### config.mk
export PLATFORM = sky130hd
export DESIGN_NAME = fb_ddram_writer
export DESIGN_NICKNAME = d
export VERILOG_FILES = /design/src/rtl/fb_ddram_writer.sv
export SDC_FILE = /design/constraint.sdc
export NUM_CORES = 1
export LEC_CHECK = 0
export ABC_AREA = 1
export BUFFER_PORTS_ARGS = -buffer_cell sky130_fd_sc_hd__buf_4
export CORE_MARGIN = 1
export CORE_UTILIZATION = 61
export DETAILED_ROUTE_END_ITERATION = 7
export MAX_ROUTING_LAYER = met4
export PLACE_DENSITY = 0.8
export RECOVER_POWER = 25
export SLEW_MARGIN = 20
export SYNTH_ARGS = -nofsm -noshare
export SYNTH_HDL_FRONTEND = slang
export SYNTH_SLANG_ARGS = --single-unit
### constraint.sdc
create_clock -name DDRAM_CLK -period 15.7 [get_ports DDRAM_CLK]
set_clock_uncertainty 0.1 [all_clocks]
set_input_delay 4.71 -clock DDRAM_CLK [delete_from_list [all_inputs] [get_ports DDRAM_CLK]]
set_output_delay 4.71 -clock DDRAM_CLK [all_outputs]
set_load 0.005 [all_outputs]
### src/rtl/fb_ddram_writer.sv
// fb_ddram_writer: packs RGB555 pixels four to a 64-bit word, queues each word
// with its framebuffer address and issues the words as single DDRAM channel
// writes, double-buffering between two framebuffers.
module fb_ddram_writer #(
  parameter logic [26:0] FB_BASE    = 27'h0400000,
  parameter logic [26:0] BUF_STRIDE = 27'h0020000,
  parameter int          FIFO_DEPTH = 8
) (
  input  logic        DDRAM_CLK,
  input  logic        reset,
  input  logic        frame_start,
  input  logic        pix_en,
  input  logic [14:0] pix_data,
  output logic [26:0] ch_addr,
  output logic [63:0] ch_din,
  output logic        ch_req,
  input  logic        ch_ready,
  output logic        display_buf,
  output logic        frame_done,
  output logic        err_drop,
  output logic        err_partial
);

  localparam int          PW           = $clog2(FIFO_DEPTH);
  localparam int          ENTRY_W      = 93;
  localparam logic [15:0] FRAME_PIXELS = 16'd38400;
  localparam logic [13:0] LAST_WORD    = 14'd9599;
  localparam logic [PW:0] PTR_ONE      = {{PW{1'b0}}, 1'b1};

  typedef enum logic {ST_IDLE, ST_WAIT} state_t;

  state_t             state_q, state_d;
  logic [15:0]        pixCnt_q, pixCnt_d;
  logic [47:0]        packer_q, packer_d;
  logic               writeBuf_q, writeBuf_d;
  logic               errDrop_q, errDrop_d;
  logic               errPartial_q, errPartial_d;
  logic [PW:0]        wrPtr_q, wrPtr_d;
  logic [PW:0]        rdPtr_q, rdPtr_d;
  logic [ENTRY_W-1:0] mem_q [FIFO_DEPTH];
  logic [26:0]        chAddr_q, chAddr_d;
  logic [63:0]        chDin_q, chDin_d;
  logic               chReq_q, chReq_d;
  logic               curBuf_q, curBuf_d;
  logic               curLast_q, curLast_d;
  logic               displayBuf_q, displayBuf_d;
  logic               frameDone_q, frameDone_d;

  logic [15:0]        curCnt;
  logic [13:0]        wordIdx;
  logic               pushReq;
  logic               pushAccept;
  logic               dropPix;
  logic               pop;
  logic               fifoFull;
  logic               fifoEmpty;
  logic [26:0]        bufOffset;
  logic [ENTRY_W-1:0] pushEntry;
  logic [ENTRY_W-1:0] headEntry;

  // Pixel packer: frame_start is applied before any pixel of the same cycle.
  // Only lanes 0..2 are stored; lane 3 goes straight into the pushed word.
  always_comb begin
    pixCnt_d     = pixCnt_q;
    packer_d     = packer_q;
    writeBuf_d   = writeBuf_q;
    errPartial_d = errPartial_q;
    curCnt       = pixCnt_q;
    dropPix      = 1'b0;
    pushReq      = 1'b0;
    if (frame_start) begin
      writeBuf_d = ~writeBuf_q;
      curCnt     = '0;
      pixCnt_d   = '0;
      packer_d   = '0;
      if (pixCnt_q[1:0] != 2'd0) begin
        errPartial_d = 1'b1;
      end
    end
    wordIdx = curCnt[15:2];
    if (pix_en) begin
      if (curCnt == FRAME_PIXELS) begin
        dropPix = 1'b1;
      end else begin
        pixCnt_d = curCnt + 16'd1;
        case (curCnt[1:0])
          2'd0:    packer_d[15:0]  = {1'b0, pix_data};
          2'd1:    packer_d[31:16] = {1'b0, pix_data};
          2'd2:    packer_d[47:32] = {1'b0, pix_data};
          default: pushReq         = 1'b1;
        endcase
      end
    end
  end

  assign bufOffset = writeBuf_d ? BUF_STRIDE : 27'd0;
  assign pushEntry = {(wordIdx == LAST_WORD), writeBuf_d,
                      FB_BASE + bufOffset + {11'd0, wordIdx, 2'b00},
                      1'b0, pix_data, packer_q};

  assign fifoEmpty  = (wrPtr_q == rdPtr_q);
  assign fifoFull   = (wrPtr_q[PW] != rdPtr_q[PW]) &&
                      (wrPtr_q[PW-1:0] == rdPtr_q[PW-1:0]);
  assign pushAccept = pushReq && !fifoFull;
  assign headEntry  = mem_q[rdPtr_q[PW-1:0]];
  assign wrPtr_d    = pushAccept ? wrPtr_q + PTR_ONE : wrPtr_q;
  assign rdPtr_d    = pop ? rdPtr_q + PTR_ONE : rdPtr_q;
  assign errDrop_d  = errDrop_q | dropPix | (pushReq & fifoFull);

  // Request FSM: launch one write from the FIFO head, then hold it until accepted.
  always_comb begin
    state_d      = state_q;
    chReq_d      = 1'b0;
    chAddr_d     = chAddr_q;
    chDin_d      = chDin_q;
    curBuf_d     = curBuf_q;
    curLast_d    = curLast_q;
    displayBuf_d = displayBuf_q;
    frameDone_d  = 1'b0;
    pop          = 1'b0;
    case (state_q)
      ST_IDLE: begin
        if (!fifoEmpty) begin
          chAddr_d  = headEntry[90:64];
          chDin_d   = headEntry[63:0];
          curBuf_d  = headEntry[91];
          curLast_d = headEntry[92];
          chReq_d   = 1'b1;
          state_d   = ST_WAIT;
        end
      end
      ST_WAIT: begin
        if (ch_ready) begin
          pop     = 1'b1;
          state_d = ST_IDLE;
          if (curLast_q) begin
            displayBuf_d = curBuf_q;
            frameDone_d  = 1'b1;
          end
        end
      end
      default: state_d = ST_IDLE;
    endcase
  end

  // FSM state register.
  always_ff @(posedge DDRAM_CLK) begin
    if (reset) begin
      state_q <= ST_IDLE;
    end else begin
      state_q <= state_d;
    end
  end

  // Counters, flags, FIFO pointers and registered channel outputs.
  always_ff @(posedge DDRAM_CLK) begin
    if (reset) begin
      pixCnt_q     <= '0;
      packer_q     <= '0;
      writeBuf_q   <= 1'b0;
      errDrop_q    <= 1'b0;
      errPartial_q <= 1'b0;
      wrPtr_q      <= '0;
      rdPtr_q      <= '0;
      chAddr_q     <= '0;
      chDin_q      <= '0;
      chReq_q      <= 1'b0;
      curBuf_q     <= 1'b0;
      curLast_q    <= 1'b0;
      displayBuf_q <= 1'b0;
      frameDone_q  <= 1'b0;
    end else begin
      pixCnt_q     <= pixCnt_d;
      packer_q     <= packer_d;
      writeBuf_q   <= writeBuf_d;
      errDrop_q    <= errDrop_d;
      errPartial_q <= errPartial_d;
      wrPtr_q      <= wrPtr_d;
      rdPtr_q      <= rdPtr_d;
      chAddr_q     <= chAddr_d;
      chDin_q      <= chDin_d;
      chReq_q      <= chReq_d;
      curBuf_q     <= curBuf_d;
      curLast_q    <= curLast_d;
      displayBuf_q <= displayBuf_d;
      frameDone_q  <= frameDone_d;
    end
  end

  // FIFO storage; contents need no reset because the pointers define validity.
  always_ff @(posedge DDRAM_CLK) begin
    if (!reset && pushAccept) begin
      mem_q[wrPtr_q[PW-1:0]] <= pushEntry;
    end
  end

  assign ch_addr     = chAddr_q;
  assign ch_din      = chDin_q;
  assign ch_req      = chReq_q;
  assign display_buf = displayBuf_q;
  assign frame_done  = frameDone_q;
  assign err_drop    = errDrop_q;
  assign err_partial = errPartial_q;

endmodule

Yosys cells after proc, flatten, opt, wreduce, memory -nomap -nowiden
Memories as Yosys holds them, arrays and structs flattened. A register that Yosys moved wholly into a read port is not among the register bits.
Cells that the tools add are included.

operators by class
  equal/unequal tests = 7
  add/subtract/negate cells = 5
  bitwise gates (word level) = 7
  muxes and demuxes = 24
  reductions and logical operators = 13

operators by type and width
  operator                                        number
  2-to-1 mux 48 bit                               3
  2-to-1 mux 16 bit                               6
  adder 24 x 16 -> 25 bit                         1
  adder 23 x 18 -> 24 bit (first input constant)  1
  2-to-1 mux 18 bit                               1
  adder 16 x 1 -> 16 bit (second input constant)  1
  == test 16 bit (second input constant)          1
  == test 14 bit (second input constant)          1
  2-to-1 mux 1 bit                                13
  adder 4 x 1 -> 4 bit (second input constant)    2
  OR reduction 3 bit                              2
  == test 4 bit                                   1
  inverter 1 bit                                  4
  AND reduction 2 bit                             2
  == test 3 bit                                   1
  logical AND 1 bit                               3
  AND reduction 3 bit                             1
  == test 2 x 1 -> 1 bit (second input constant)  1
  == test 2 bit (second input constant)           1
  logical NOT 1 bit                               2
  logical NOT 2 bit                               1
  bitwise OR 1 bit                                2
  one-hot mux 1 bit (2 select lines)              1
  nonzero test 2 bit                              1
  3 further kinds                                 3

word-level totals
  bits of input ports = 20
  memories = 1
  memory bits (writable) = 720
  word-level logic and storage cells = 70
  flip-flop bits (word level) = 170
  output and inout bits = 96

memory list
  name   words  bits a word  rd ports  clocked after Yosys merged registers in  write ports  RTL line  source
  mem_q  8      90           1         1                                        1            40        logic [ENTRY_W-1:0] mem_q [FIFO_DEPTH];

Logic depth before layout (Yosys ltp)
  word-level depth = 10
  gate-level depth with buffers = 14
  depth with buffers taken out = 11

Worst setup path before layout
OpenSTA, ideal clock, no wires.

  path kind = in2reg
  start point = in frame_start
  end point = mem mem_q[5][0] (netlist name) (enable)
  stages on the path = 7
  required time = 14.889 ns
  path buffers = 1
  arrival time = 12.931 ns
  setup slack = 1.958 ns
  setup time = 0.711 ns
  cell sequence = buf_6 -> nor2_1 -> ha_1 -> nand2_1 -> inv_1 -> nand2_1 -> nor4_1

on the way
  cells in the longest elaborated chain, start to end = 10
  elaborated cells on any way between the ends = 13
  classes of those cells = eq/ne: 3; mux: 6; reduce/logical: 4

ends and longest elaborated chain
  element                                   RTL line  source
  from (decl)                               11        input logic frame_start,
  2-to-1 mux 16 bit *                       71        if (frame_start) begin
  == test 2 bit (tied with other cells)     86        case (curCnt[1:0])
  OR reduction 3 bit (no line)              -
  2-to-1 mux 1 bit                          86
  2-to-1 mux 1 bit *                        82        if (curCnt == FRAME_PIXELS) begin
  2-to-1 mux 1 bit *                        81        if (pix_en) begin
  logical AND 1 bit *                       104       assign pushAccept = pushReq && !fifoFull;
  logical AND 1 bit *                       192       if (!reset && pushAccept) begin
  2-to-1 mux 1 bit *                        192
  2-to-1 mux 1 bit (not written as such) *  193       mem_q[wrPtr_q[PW-1:0]] <= pushEntry;
  to (decl)                                 40

Mark *: on every way between the ends. The rest lies on a longest branch, timed or not.

Worst setup path in the final report
  start point = in frame_start
  end point = mem mem_q[0][42] (netlist name) (enable)

The elaborated chain is that of the path after synthesis.

==> results.toml <==
[finish]
layout.nets = 2933
drive_above_1_share_pct = 9.445
area_growth_pct = 11.44

[synth]
synth-main-ff-cell = "edfxtp_1"
yosysTopAreaCell = "edfxtp_1"
yosys_warnings = 0
synth_seq_cells = 791
ys_seq_area_share_pct = 70.95
netlist_area_um2 = 31230
synth_area_per_cell_um2 = 10.88
postSynthCellCount = 2872
synth_cell_types = 36
yosys.area.top_type_share_pct = 60.76
synth_edf_count = 632
synthArstFlopShare_pct = 0
synth.area.top_cells = "edfxtp_1 61%, dfxtp_1 10%, nor2_1 8.7%"

[hold_path]
hold_path_class = "reg2reg"

[critical_path]
reg2reg_from = "rdPtr_q[2]"
worstPathRequired_ns = 15.84
worstPathArrival_ns = 7.86
cpMaxStageDelayCell = "buf_4"
worstPathCellList = "buf_4 -> inv_6 -> nand2_4 -> inv_1 -> ha_1 -> nand2_1 -> inv_1 -> nand2_1 -> inv_1 -> nand2_1 -> nor3_2 -> buf_4 -> buf_4"
reg2reg_depth = 9
worstSetupPathType = "in2reg"
rrSetupSlack_ns = 11.88
crit_path_max_fanout = 67
startpoint_type = "input pin"
critPathCaptureType = "flop"
slowest_delay_ns = 0.73
startpoint = "frame_start"
r2r-end = "ch_addr[6]"
crit_path_end = "mem_q[0][42]"

[sta]
period_share_pct = 49.17
hold_viol = 0
setup_violations = 0
tightestPinTransition_ns = 1.139
rsz0062_at_grt = "no"
fin_crit_ns = 7.719
slew_violations = 0
finalSetupTns_ns = 0
max_freq_mhz = 129.5
slew_headroom_pct = 24.08

[global_route]
grt_pass1_wl_mm = 111.1
grt_overflow = 0
antenna_found_initial = 1
grtUsageTotal_pct = 28.05
grt_max_degree = 156
grt_pass1_vias = 20790

[pwr]
irDropWorstVdd_mv = 0.1223
p_comb_share_pct = 6.5
swShare_pct = 22.47
internal-power_mw = 3.453
seqPwrFrac_pct = 52.2
power_density_nw_per_um2 = 128.0
power_mw = 4.454
p_sw_mw = 1.001
clockPowerShare_pct = 41.4
power_leakage_nw = 12.73

[cts]
clk_pin_slew_ns = 0.06
holdBufCountCts = 0
max-clock-path-buffers = 3
cts_num_sinks = 791
worstSkewPairLatency_ns = 0.61
tritoncts = "yes"
root_buffer = "clkbuf_16"
cts_setup_buffers = 0
htree_levels = 3
cts_buffers = 78
cts_resized = 0

[die]
die_h_um = 228.3
die-area_um2 = 52110
io_pins = 116
rows = 82
start_util_pct = 62.00
coreArea_um2 = 50380
die_x_um = 228.3

[place]
hpwl_mm = 39.44
io_buffers = 103
place_congestion = 0.9009

[detailed_routing]
vias = 21360
drc = 0
wirelength_mm = 71.16
drt-wirelength-per-cell_um = 19.51
antenna_left = 0
avgViaCountPerCell = 5.855
drtIter0Drc = 2444
dr.pass1.iters = 6

[run_status]
status = "finished, final reports clean"

[job]
cap_violations = 0
==> cells in the final DEF (no fill, tap or decap), types with 3 or more instances in the layout <==
| cell type | n |
|---|---|
| xor2_1 | 4 |
| xnor2_1 | 3 |
| buf_4 | 131 |
| o21ai_0 | 310 |
| inv_1 | 67 |
| nor2_2 | 3 |
| inv_6 | 8 |
| clkinv_1 | 11 |
| nand4_1 | 8 |
| nor2_1 | 724 |
| nor3_2 | 5 |
| edfxtp_1 | 632 |
| bufinv_16 | 6 |
| dfxtp_1 | 157 |
| clkbuf_1 | 20 |
| o21ai_1 | 247 |
| nor2_4 | 4 |
| clkinvlp_4 | 6 |
| a211oi_1 | 16 |
| a21oi_1 | 30 |
| nand2_4 | 3 |
| nor3_1 | 4 |
| clkbuf_8 | 3 |
| conb_1 | 12 |
| clkbuf_16 | 81 |
| clkinv_2 | 15 |
| ha_1 | 4 |
| nand3_1 | 21 |
| nand2_1 | 421 |
==> critical path, delay by kind of cell <==
kind	cells	cell delay (ns)
buffers and inverters	7	2.16
AND/OR/NAND/NOR	5	0.76
adder cells (fa/ha/maj)	1	0.16
==> state kept, by name (all words and copies together), names as in the netlist, 4 cells and up <==
name	count
ch_addr	15
mem_q	632
rdPtr_q	4
pixCnt_q	16
wrPtr_q	4
ch_din	63
packer_q	48
==> through the flow <==
| step | cell area, um2 | instances | hold slack [ns] | util, % | setup slack (ns) |
|---|---|---|---|---|---|
| global route | 34810 | 3648 | 0.4055 | 69.10 | 7.732 |
| floorplan | 31280 | 2883 | 0.3532 | - | 1.958 |
| global placement | 32250 | 3500 | 0.3546 | 64.02 | 7.235 |
| CTS | 34790 | 3646 | 0.3807 | 69.05 | 7.659 |
| finish | 34810 | 3648 | 0.3721 | 69.10 | 7.981 |
| detailed placement | 32250 | 3500 | 0.3686 | 64.02 | 7.027 |
==> Yosys cell counts (all sizes together), types with 4 or more instances <==
| library cell | number |
|---|---|
| nor2 | 731 |
| a21oi | 30 |
| nand3 | 22 |
| ha | 4 |
| o21ai | 557 |
| dfxtp | 159 |
| nand2 | 428 |
| xor2 | 4 |
| edfxtp | 632 |
| nand4 | 8 |
| buf | 119 |
| clkbuf | 67 |
| inv | 74 |
| a211oi | 16 |
| nor3 | 9 |
==> area by class of cell <==
class	instances	area, um2
flip-flops and latches	791	22170
fillers	3390	15570
multi-input cells	1829	7945
clock buffers	104	2143
repair buffers	132	1003
well taps	672	840.8
clock inverters	42	391.6
inverters	77	312.8
diodes	1	2.502
==> kinds of logic after synthesis <==
logic type	share of synthesized area (%)
DFF	70.95
xor gates and xnor gates	0.1963
and+or+nand+nor	14.91
AOI/OAI and AO/OA	9.859
buffers and inverters	3.906
other	0.01201
adders and majority gates	0.1602
==> worst min-delay path by stage <==
| stage | from | to | slack [ns] | cells after the start |
|---|---|---|---|---|
| after detailed placement | ch_addr[22] | ch_addr[22] | 0.37 | 2 |
| final | display_buf | display_buf | 0.37 | 2 |
| after global routing | ch_addr[22] | ch_addr[22] | 0.41 | 2 |
| after global placement | display_buf | display_buf | 0.35 | 2 |
| after floorplan | curLast_q | frame_done | 0.35 | 2 |
| after CTS | display_buf | display_buf | 0.38 | 2 |
==> power by group through the flow <==
stage / logic, mW / registers (mW) / clock network [mW]
finish: 0.288 / 2.32 / 1.84
global placement: 0.277 / 2.36 / 0
detailed placement: 0.287 / 2.37 / 0
CTS: 0.289 / 2.32 / 1.86
global route: 0.320 / 2.33 / 1.94
floorplan: 0.182 / 2.36 / 0
==> routing by layer <==
metal,global-route usage (%),routed length [um],vias to the layer above
met3,4.462,5998,128
met2,45.87,35290,1037
met5,-,0,-
met1,36.13,28370,10340
met4,9.039,1503,0
li1,-,-,9852
No activity file was read; power rests on OpenSTA's default activity.
